$ cat src/rtl/hazard_pkg.sv
`default_nettype none
// ============================================================================
// Module      : hazard_pkg
// Description : State encoding and forward-select constants for hazard_ctrl.
// Revision    : 1.0 - initial release
// ============================================================================
package hazard_pkg;

    typedef enum logic [1:0] {
        RUN      = 2'd0,
        MEM_WAIT = 2'd1,
        TIMEOUT  = 2'd2
    } hz_state_t;

    localparam logic [1:0] FWD_RF  = 2'b00;
    localparam logic [1:0] FWD_WB  = 2'b01;
    localparam logic [1:0] FWD_MEM = 2'b10;

endpackage
`default_nettype wire

$ cat src/rtl/hazard_ctrl_fwd_sel.sv
`default_nettype none
// ============================================================================
// Module      : fwd_sel
// Description : EX-stage operand forward select for one source register.
// Revision    : 1.0 - initial release
// ============================================================================
module fwd_sel
    import hazard_pkg::*;
(
    input  logic [4:0] i_rs_e,
    input  logic [4:0] i_rd_m,
    input  logic       i_reg_write_m,
    input  logic [4:0] i_rd_w,
    input  logic       i_reg_write_w,
    output logic [1:0] o_sel
);

    logic w_hit_m;
    logic w_hit_w;

    // x0 is hardwired to zero, so a write to it never produces a forward.
    assign w_hit_m = i_reg_write_m && (i_rd_m != 5'd0) && (i_rd_m == i_rs_e);
    assign w_hit_w = i_reg_write_w && (i_rd_w != 5'd0) && (i_rd_w == i_rs_e);

    always_comb begin
        o_sel = FWD_RF;
        if (w_hit_m) begin
            o_sel = FWD_MEM;
        end else if (w_hit_w) begin
            o_sel = FWD_WB;
        end
    end

endmodule
`default_nettype wire

$ cat src/rtl/hazard_ctrl.sv
`default_nettype none
// ============================================================================
// Module      : hazard_ctrl
// Description : 5-stage pipeline hazard control: stalls, flushes, forwarding
//               and data-memory wait watchdog. HAZARD_PERF_CNT_EN adds
//               event counters.
// Revision    : 1.0 - initial release
// ============================================================================
module hazard_ctrl
    import hazard_pkg::*;
#(
    parameter int MEM_TIMEOUT = 16,
    parameter int CNT_W       = 5
) (
    input  logic       clk,
    input  logic       reset,
    input  logic [4:0] Rs1_D,
    input  logic [4:0] Rs2_D,
    input  logic [4:0] Rs1_E,
    input  logic [4:0] Rs2_E,
    input  logic [4:0] Rd_E,
    input  logic       Mem_Read_E,
    input  logic       PCSrc_E,
    input  logic [4:0] Rd_M,
    input  logic       Reg_write_M,
    input  logic       Mem_req_M,
    input  logic       Mem_ready_M,
    input  logic [4:0] Rd_W,
    input  logic       Reg_write_W,
    output logic       Stall_F,
    output logic       Stall_D,
    output logic       Stall_E,
    output logic       Stall_M,
    output logic       Flush_D,
    output logic       Flush_E,
    output logic [1:0] Forward_A_E,
    output logic [1:0] Forward_B_E,
    output logic       Mem_err
`ifdef HAZARD_PERF_CNT_EN
    ,
    output logic [31:0] Lu_cnt,
    output logic [31:0] Flush_cnt,
    output logic [31:0] Wait_cnt
`endif
);

    localparam logic [CNT_W-1:0] c_wait_last = CNT_W'(MEM_TIMEOUT - 1);

    hz_state_t        r_state;
    logic [CNT_W-1:0] r_wait_cnt;
    logic             r_mem_err;

    logic       w_freeze;
    logic       w_lu;
    logic [1:0] w_fwd_a;
    logic [1:0] w_fwd_b;

    fwd_sel u_fwd_a (
        .i_rs_e        (Rs1_E),
        .i_rd_m        (Rd_M),
        .i_reg_write_m (Reg_write_M),
        .i_rd_w        (Rd_W),
        .i_reg_write_w (Reg_write_W),
        .o_sel         (w_fwd_a)
    );

    fwd_sel u_fwd_b (
        .i_rs_e        (Rs2_E),
        .i_rd_m        (Rd_M),
        .i_reg_write_m (Reg_write_M),
        .i_rd_w        (Rd_W),
        .i_reg_write_w (Reg_write_W),
        .o_sel         (w_fwd_b)
    );

    assign w_freeze = (r_state == MEM_WAIT) ||
                      ((r_state == RUN) && Mem_req_M && !Mem_ready_M);
    assign w_lu     = Mem_Read_E && (Rd_E != 5'd0) &&
                      ((Rd_E == Rs1_D) || (Rd_E == Rs2_D));

    // A frozen pipeline keeps PCSrc_E in ID/EX, so the redirect is taken on release.
    always_comb begin
        Stall_F     = 1'b0;
        Stall_D     = 1'b0;
        Stall_E     = 1'b0;
        Stall_M     = 1'b0;
        Flush_D     = 1'b0;
        Flush_E     = 1'b0;
        Forward_A_E = FWD_RF;
        Forward_B_E = FWD_RF;
        if (reset) begin
            Flush_D = 1'b1;
            Flush_E = 1'b1;
        end else begin
            Forward_A_E = w_fwd_a;
            Forward_B_E = w_fwd_b;
            if (w_freeze) begin
                Stall_F = 1'b1;
                Stall_D = 1'b1;
                Stall_E = 1'b1;
                Stall_M = 1'b1;
            end else if (PCSrc_E) begin
                Flush_D = 1'b1;
                Flush_E = 1'b1;
            end else if (w_lu) begin
                Stall_F = 1'b1;
                Stall_D = 1'b1;
                Flush_E = 1'b1;
            end
        end
    end

    always_ff @(posedge clk or posedge reset) begin
        if (reset) begin
            r_state    <= RUN;
            r_wait_cnt <= '0;
            r_mem_err  <= 1'b0;
        end else begin
            case (r_state)
                RUN: begin
                    if (Mem_req_M && !Mem_ready_M) begin
                        r_state    <= MEM_WAIT;
                        r_wait_cnt <= CNT_W'(1);
                    end
                end
                MEM_WAIT: begin
                    if (Mem_ready_M) begin
                        r_state    <= RUN;
                        r_wait_cnt <= '0;
                    end else if (r_wait_cnt == c_wait_last) begin
                        r_state    <= TIMEOUT;
                        r_wait_cnt <= '0;
                    end else begin
                        r_wait_cnt <= r_wait_cnt + CNT_W'(1);
                    end
                end
                TIMEOUT: begin
                    r_state   <= RUN;
                    r_mem_err <= 1'b1;
                end
                default: begin
                    r_state    <= RUN;
                    r_wait_cnt <= '0;
                end
            endcase
        end
    end

    assign Mem_err = r_mem_err;

`ifdef HAZARD_PERF_CNT_EN
    logic [31:0] r_lu_cnt;
    logic [31:0] r_flush_cnt;
    logic [31:0] r_wait_cnt32;

    // Each counter only tracks the action that actually won priority.
    always_ff @(posedge clk or posedge reset) begin
        if (reset) begin
            r_lu_cnt     <= '0;
            r_flush_cnt  <= '0;
            r_wait_cnt32 <= '0;
        end else begin
            if (w_freeze) begin
                if (r_wait_cnt32 != '1) r_wait_cnt32 <= r_wait_cnt32 + 32'd1;
            end else if (PCSrc_E) begin
                if (r_flush_cnt != '1) r_flush_cnt <= r_flush_cnt + 32'd1;
            end else if (w_lu) begin
                if (r_lu_cnt != '1) r_lu_cnt <= r_lu_cnt + 32'd1;
            end
        end
    end

    assign Lu_cnt    = r_lu_cnt;
    assign Flush_cnt = r_flush_cnt;
    assign Wait_cnt  = r_wait_cnt32;
`endif

endmodule
`default_nettype wire

$ cat config.mk
export PLATFORM = sky130hd
export DESIGN_NAME = hazard_ctrl
export DESIGN_NICKNAME = d
export VERILOG_FILES = /design/src/rtl/hazard_pkg.sv /design/src/rtl/hazard_ctrl_fwd_sel.sv /design/src/rtl/hazard_ctrl.sv
export SDC_FILE = /design/constraint.sdc
export NUM_CORES = 1
export LEC_CHECK = 0
export CELL_PAD_IN_SITES_DETAIL_PLACEMENT = 1
export CELL_PAD_IN_SITES_GLOBAL_PLACEMENT = 1
export CORE_ASPECT_RATIO = 0.9
export CORE_UTILIZATION = 26
export DETAILED_ROUTE_END_ITERATION = 12
export PLACE_DENSITY = 0.91
export RECOVER_POWER = 50
export SLEW_MARGIN = 30
export SYNTH_ARGS = -nofsm -noshare
export SYNTH_HDL_FRONTEND = slang
export SYNTH_SLANG_ARGS = --single-unit
$ cat constraint.sdc
create_clock -name clk -period 3.6 [get_ports clk]
set_input_delay 0.72 -clock clk [delete_from_list [all_inputs] [get_ports clk]]
set_output_delay 0.72 -clock clk [all_outputs]
set_load 0.005 [all_outputs]
After elaboration in Yosys (flattened, before gate mapping)
Index checks and enable logic that the tools add are counted.

$add $sub $neg: 1. Equality and inequality tests: 11. Muxes and demuxes: 26. Bitwise operators: 1. Reductions and logical operators: 20.

Operators with widths (number): $eq A5 B5 Y1 (6); $mux W5 (3); $pmux W5 S3 (1); $reduce_bool A5 Y1 (3); $mux W1 (14); $mux W2 (7); $logic_and A1 B1 Y1 (11); $add A5 B1 Y5 const B (1); $eq A5 B4 Y1 const B (1); $pmux W2 S2 (1); $reduce_and A2 Y1 (2); $ne A3 B2 Y1 const B (1); $eq A2 B1 Y1 const B (1); $eq A2 B2 Y1 const B (1); $logic_not A2 Y1 (1); $logic_or A1 B1 Y1 (2); $ne A2 B1 Y1 const B (1); $logic_not A1 Y1 (1); $not A1 Y1 (1).

Bits in registers: 8. Input port bits: 43. Output and inout bits: 11. Word-level logic and storage cells: 62.

Logic depth before layout (Yosys ltp)
Word-level depth: 7. Depth in mapped cells: 5. Mapped depth without buffers: 5.

Modules after synthesis
From an unflattened synthesis, not the netlist that was laid out.

Cell total of the unflattened synthesis: 110. Area, all modules: 909.6 um^2.

Modules (own cells, without submodules): hazard_ctrl (times used 1, cells each 68, area an instance 591.8 um^2, seq. area each 200.2 um^2); fwd_sel (times used 2, cells each 21, area an instance 158.9 um^2, seq. area each 0.0 um^2).

Worst setup path after synthesis
OpenSTA, ideal clock, no wires.

Path kind: input port to output port. Start: input Rd_M[1]. End: output Forward_A_E[0]. Arrival: 1.789 ns. Setup slack: 1.091 ns. Cell stages on the path: 4. Path buffers: 0. Path through: or4_1 -> o21ai_2 -> nor3_1 -> nor4_2.

Cells in the longest elaborated chain, start to end: 5.

RTL lines: start: declaration (line hazard_ctrl.sv:24) `input logic [4:0] Rd_M,`; $reduce_bool A5 Y1 (line hazard_ctrl_fwd_sel.sv:22) `assign w_hit_m = i_reg_write_m && (i_rd_m != 5'd0) && (i_rd_m == i_rs_e);`; $logic_and A1 B1 Y1 (line hazard_ctrl_fwd_sel.sv:22); $logic_and A1 B1 Y1 (*) (line hazard_ctrl_fwd_sel.sv:22); $mux W2 (*) (line hazard_ctrl_fwd_sel.sv:27) `if (w_hit_m) begin`; $mux W2 (*) (line hazard_ctrl.sv:91) `if (reset) begin`; end: declaration (line hazard_ctrl.sv:36) `output logic [1:0] Forward_A_E,`.

Mark *: on every way between the ends. The rest lies on a longest branch, timed or not.

Worst setup path in the final report
Start: input Rd_E[3]. End: output Flush_E.

Cells in the longest elaborated chain, start to end: 7.

RTL lines: start: declaration (line hazard_ctrl.sv:21) `input logic [4:0] Rd_E,`; $eq A5 B5 Y1 / $reduce_bool A5 Y1 (equally long branches) (line hazard_ctrl.sv:79, hazard_ctrl.sv:78); $logic_or A1 B1 Y1 / $logic_and A1 B1 Y1 (equally long branches) (line hazard_ctrl.sv:79, hazard_ctrl.sv:78); $logic_and A1 B1 Y1 (*) (line hazard_ctrl.sv:78) `assign w_lu = Mem_Read_E && (Rd_E != 5'd0) &&`; $mux W1 (*) (line hazard_ctrl.sv:105) `end else if (w_lu) begin`; $mux W1 (*) (line hazard_ctrl.sv:102) `end else if (PCSrc_E) begin`; $mux W1 (*) (line hazard_ctrl.sv:97) `if (w_freeze) begin`; $mux W1 (*) (line hazard_ctrl.sv:91); end: declaration (line hazard_ctrl.sv:35) `output logic Flush_E,`.

Marks and branches as above.

==> results.cfg <==
[timing]
final.setup.worst_slack_ns = 0.171
fmax_ghz = 0.292
tns_ns = 0
fin_crit_sh = 0.952
finClkSkew_ns = 0.00858
final-setup-viol-count = 0
finalCriticalPeriod_ns = 3.43
rsz0062_at_grt = false
hold_viol_final = 0
worst_pin_slew_ns = 0.493
slew_violations = 0
slew_headroom = 0.671
hold_ws_ns = 0.456

[logic_synthesis]
syn_area_um2 = 837
yosysTopAreaCellShare = 0.239
yosysMostFrequentCell = xor2_1
synth-seq-cells = 8
synth_fp_nets = 143
yosysWarnings = 0
synthCells = 99
post_synth.cell_area_avg_um2 = 8.46
synth_area_leader_cell = dfrtp_1
ys_async_sr_fraction = 1.00
ys_seq_area_frac = 0.239
netlist_top_cells_count = 20 x xor2_1, 10 x xnor2_1, 8 x dfrtp_1, 8 x nor2_1
synth_edf_count = 0
yosys.cell_types.count = 31
netlist_top_cells_area = dfrtp_1 24%, xor2_1 21%, xnor2_1 10%
synth-main-ff-cell = dfrtp_1

[floorplan]
die_area_um2 = 3450
initial_core_util = 0.273
die_h_um = 55.8
core_area_um2 = 3070
io_pins = 54
rows = 19
die_x_um = 61.8

[power_and_ir_drop]
power.net_switching_mw = 0.111
power_mw = 0.344
power_density_nw_per_um2 = 235
power_frac_seq = 0.324
power_frac_comb = 0.471
swShare = 0.322
p_clk_frac = 0.205
vdd_ir_drop_max_mv = 0.0703
p_int_mw = 0.233
leakage_nw = 0.590

[clock_network]
clk_pin_slew_ns = 0.06
cts_buffers = 3
cts.path.max_buffers = 2
cts_tree = yes
cts_sinks = 8
ctsHtreeMaxLevel = 1
root_buffer = clkbuf_4
insertion_delay_ns = 0.26

[run_status]
status = complete, no violations

[setup_path]
cp.required_ns = 2.88
cp_slowest_cell = clkdlybuf4s50_1
critPathLaunchType = input port
crit_path_max_incr_delay_ns = 0.59
path_cells = clkdlybuf4s50_1 > xor2_1 > nor3_1 > a22oi_1 > o311ai_0 > clkdlybuf4s50_1
crit_path_start = Rd_E[3]
crit_arrival_ns = 2.71
ff2ff_setup_slack_ns = 2.05
end_kind = primary output
worstPathMaxFanout = 3
reg2reg_from = r_state[1]
crit_top_cell = clkdlybuf4s50_1
worst-setup-path-type = input port to primary output
r2r_end = r_wait_cnt[3]
worst-r2r-cell-count = 4

[placed_design]
dpl.hpwl_mm = 2.50
numPortBuffers = 53
gp_congestion = 0.844
place_ws_ns = -0.0158

[worst_hold_path]
holdPathStages = 1
holdCritPathClass = register to register
min_from = Mem_err
holdPathEnd = Mem_err

[grt]
grt_util_met1 = 0.167
grt_use_met2 = 0.313
grt_use_met3 = 0.0256
grtUsageTotal = 0.160
grt_pass1_vias = 947
antenna_found_initial = 0
grt_busiest_layer = met2
grt_max_degree = 11
gr-total-overflow = 0
grt_pass1_wl_mm = 4.11

[job]
maxCapViolCount = 0

[cells_and_area]
fill_cells = 374
syn_to_final_growth_pct = 75.2
drive_gt1_frac = 0.0696
multi_input_area_um2 = 607
regArea_um2 = 200
diodes = 0
fin_nets = 204
utilization = 0.478

[drt]
wl_per_cell_um = 14.0
dr.pass1.iters = 2
vias_per_cell = 4.82
antenna_left = 0
drc = 0
drt-initial-drc-count = 53
dr_total_vias = 964
wl_mm = 2.81
-- worst max-delay path by stage --
stage | slack, ns | to | depth (start not counted)
final | 0.17 | Flush_E | 6
after global routing | 0.07 | Stall_F | 6
after CTS | 0.01 | Forward_A_E[0] | 6
after detailed placement | -0.02 | Forward_B_E[0] | 6
after global placement | 0.07 | Forward_B_E[0] | 6
after floorplan | 1.09 | Forward_A_E[0] | 4
-- stage by stage --
stage	instance area, µm²	std cells
2_1_floorplan	837	99
3_3_place_gp	1440	196
3_5_place_dp	1440	196
4_1_cts	1470	200
5_1_grt	1470	200
6_report	1470	200
-- flip-flops by register name (all words and copies together) (netlist names) --
register,flops
Mem_err,1
r_state,2
r_wait_cnt,5
-- power groups by stage --
stage	registers (mW)	clock network (mW)	logic [mW]
3_5_place_dp	0.112	0	0.163
2_1_floorplan	0.110	0	0.0711
3_3_place_gp	0.111	0	0.155
5_1_grt	0.112	0.0762	0.174
4_1_cts	0.111	0.0704	0.165
6_report	0.112	0.0704	0.162
-- logic make-up (layout without fill, tap and decap cells) --
group	Yosys count	after routing	share of synthesized area
XOR/XNOR	30	30	0.314
buffers and inverters	6	65	0.0359
flip-flops	8	8	0.239
AND/OR/NAND/NOR	36	36	0.250
adder cells (fa/ha/maj)	1	1	0.0149
AO/OA/AOI/OAI	18	18	0.147
-- per-layer routing --
metal | part of all wire | routed length [µm]
met5 | 0 | 0
met4 | 0.0086 | 24
met3 | 0.025 | 71
met2 | 0.57 | 1590
met1 | 0.40 | 1120
-- critical path, delay by kind of cell --
kind | cells | cell delay, ns
and+or+nand+nor | 1 | 0.23
xor gates and xnor gates | 1 | 0.19
AOI/OAI and AO/OA | 2 | 0.51
buffers and inverters | 2 | 1.06
-- area by class of cell --
type / instances / share of cell area
inverters: 3 / 0.00768
clock buffers: 3 / 0.0154
flip-flops and latches: 8 / 0.137
repair buffers: 59 / 0.391
well taps: 42 / 0.0358
multi-input cells: 85 / 0.414
-- timing repair --
| action | CTS | global route |
|---|---|---|
| setup buffers | 1 | 0 |
| hold buffers | 0 | 0 |
| setup endpoints to repair | 1 | 1 |
| resized for setup | 1 | 1 |
| pin swaps | 1 | 1 |
-- placed cells by master, fill, tap and decap left out, types with 2 or more instances in the layout --
| cell | n |
|---|---|
| or4_1 | 5 |
| xor2_1 | 20 |
| nand3_1 | 3 |
| o21ai_0 | 5 |
| inv_1 | 3 |
| nand2b_1 | 2 |
| nor2_1 | 8 |
| clkdlybuf4s50_1 | 48 |
| clkbuf_4 | 3 |
| nor3_1 | 5 |
| xnor2_1 | 10 |
| dfrtp_1 | 8 |
| nand2_1 | 5 |
| dlygate4sd3_1 | 3 |
| nor4_1 | 2 |
| buf_4 | 5 |
| nor4_2 | 2 |
| a21o_1 | 3 |
Note: power is estimated with default switching activity, not from simulation.
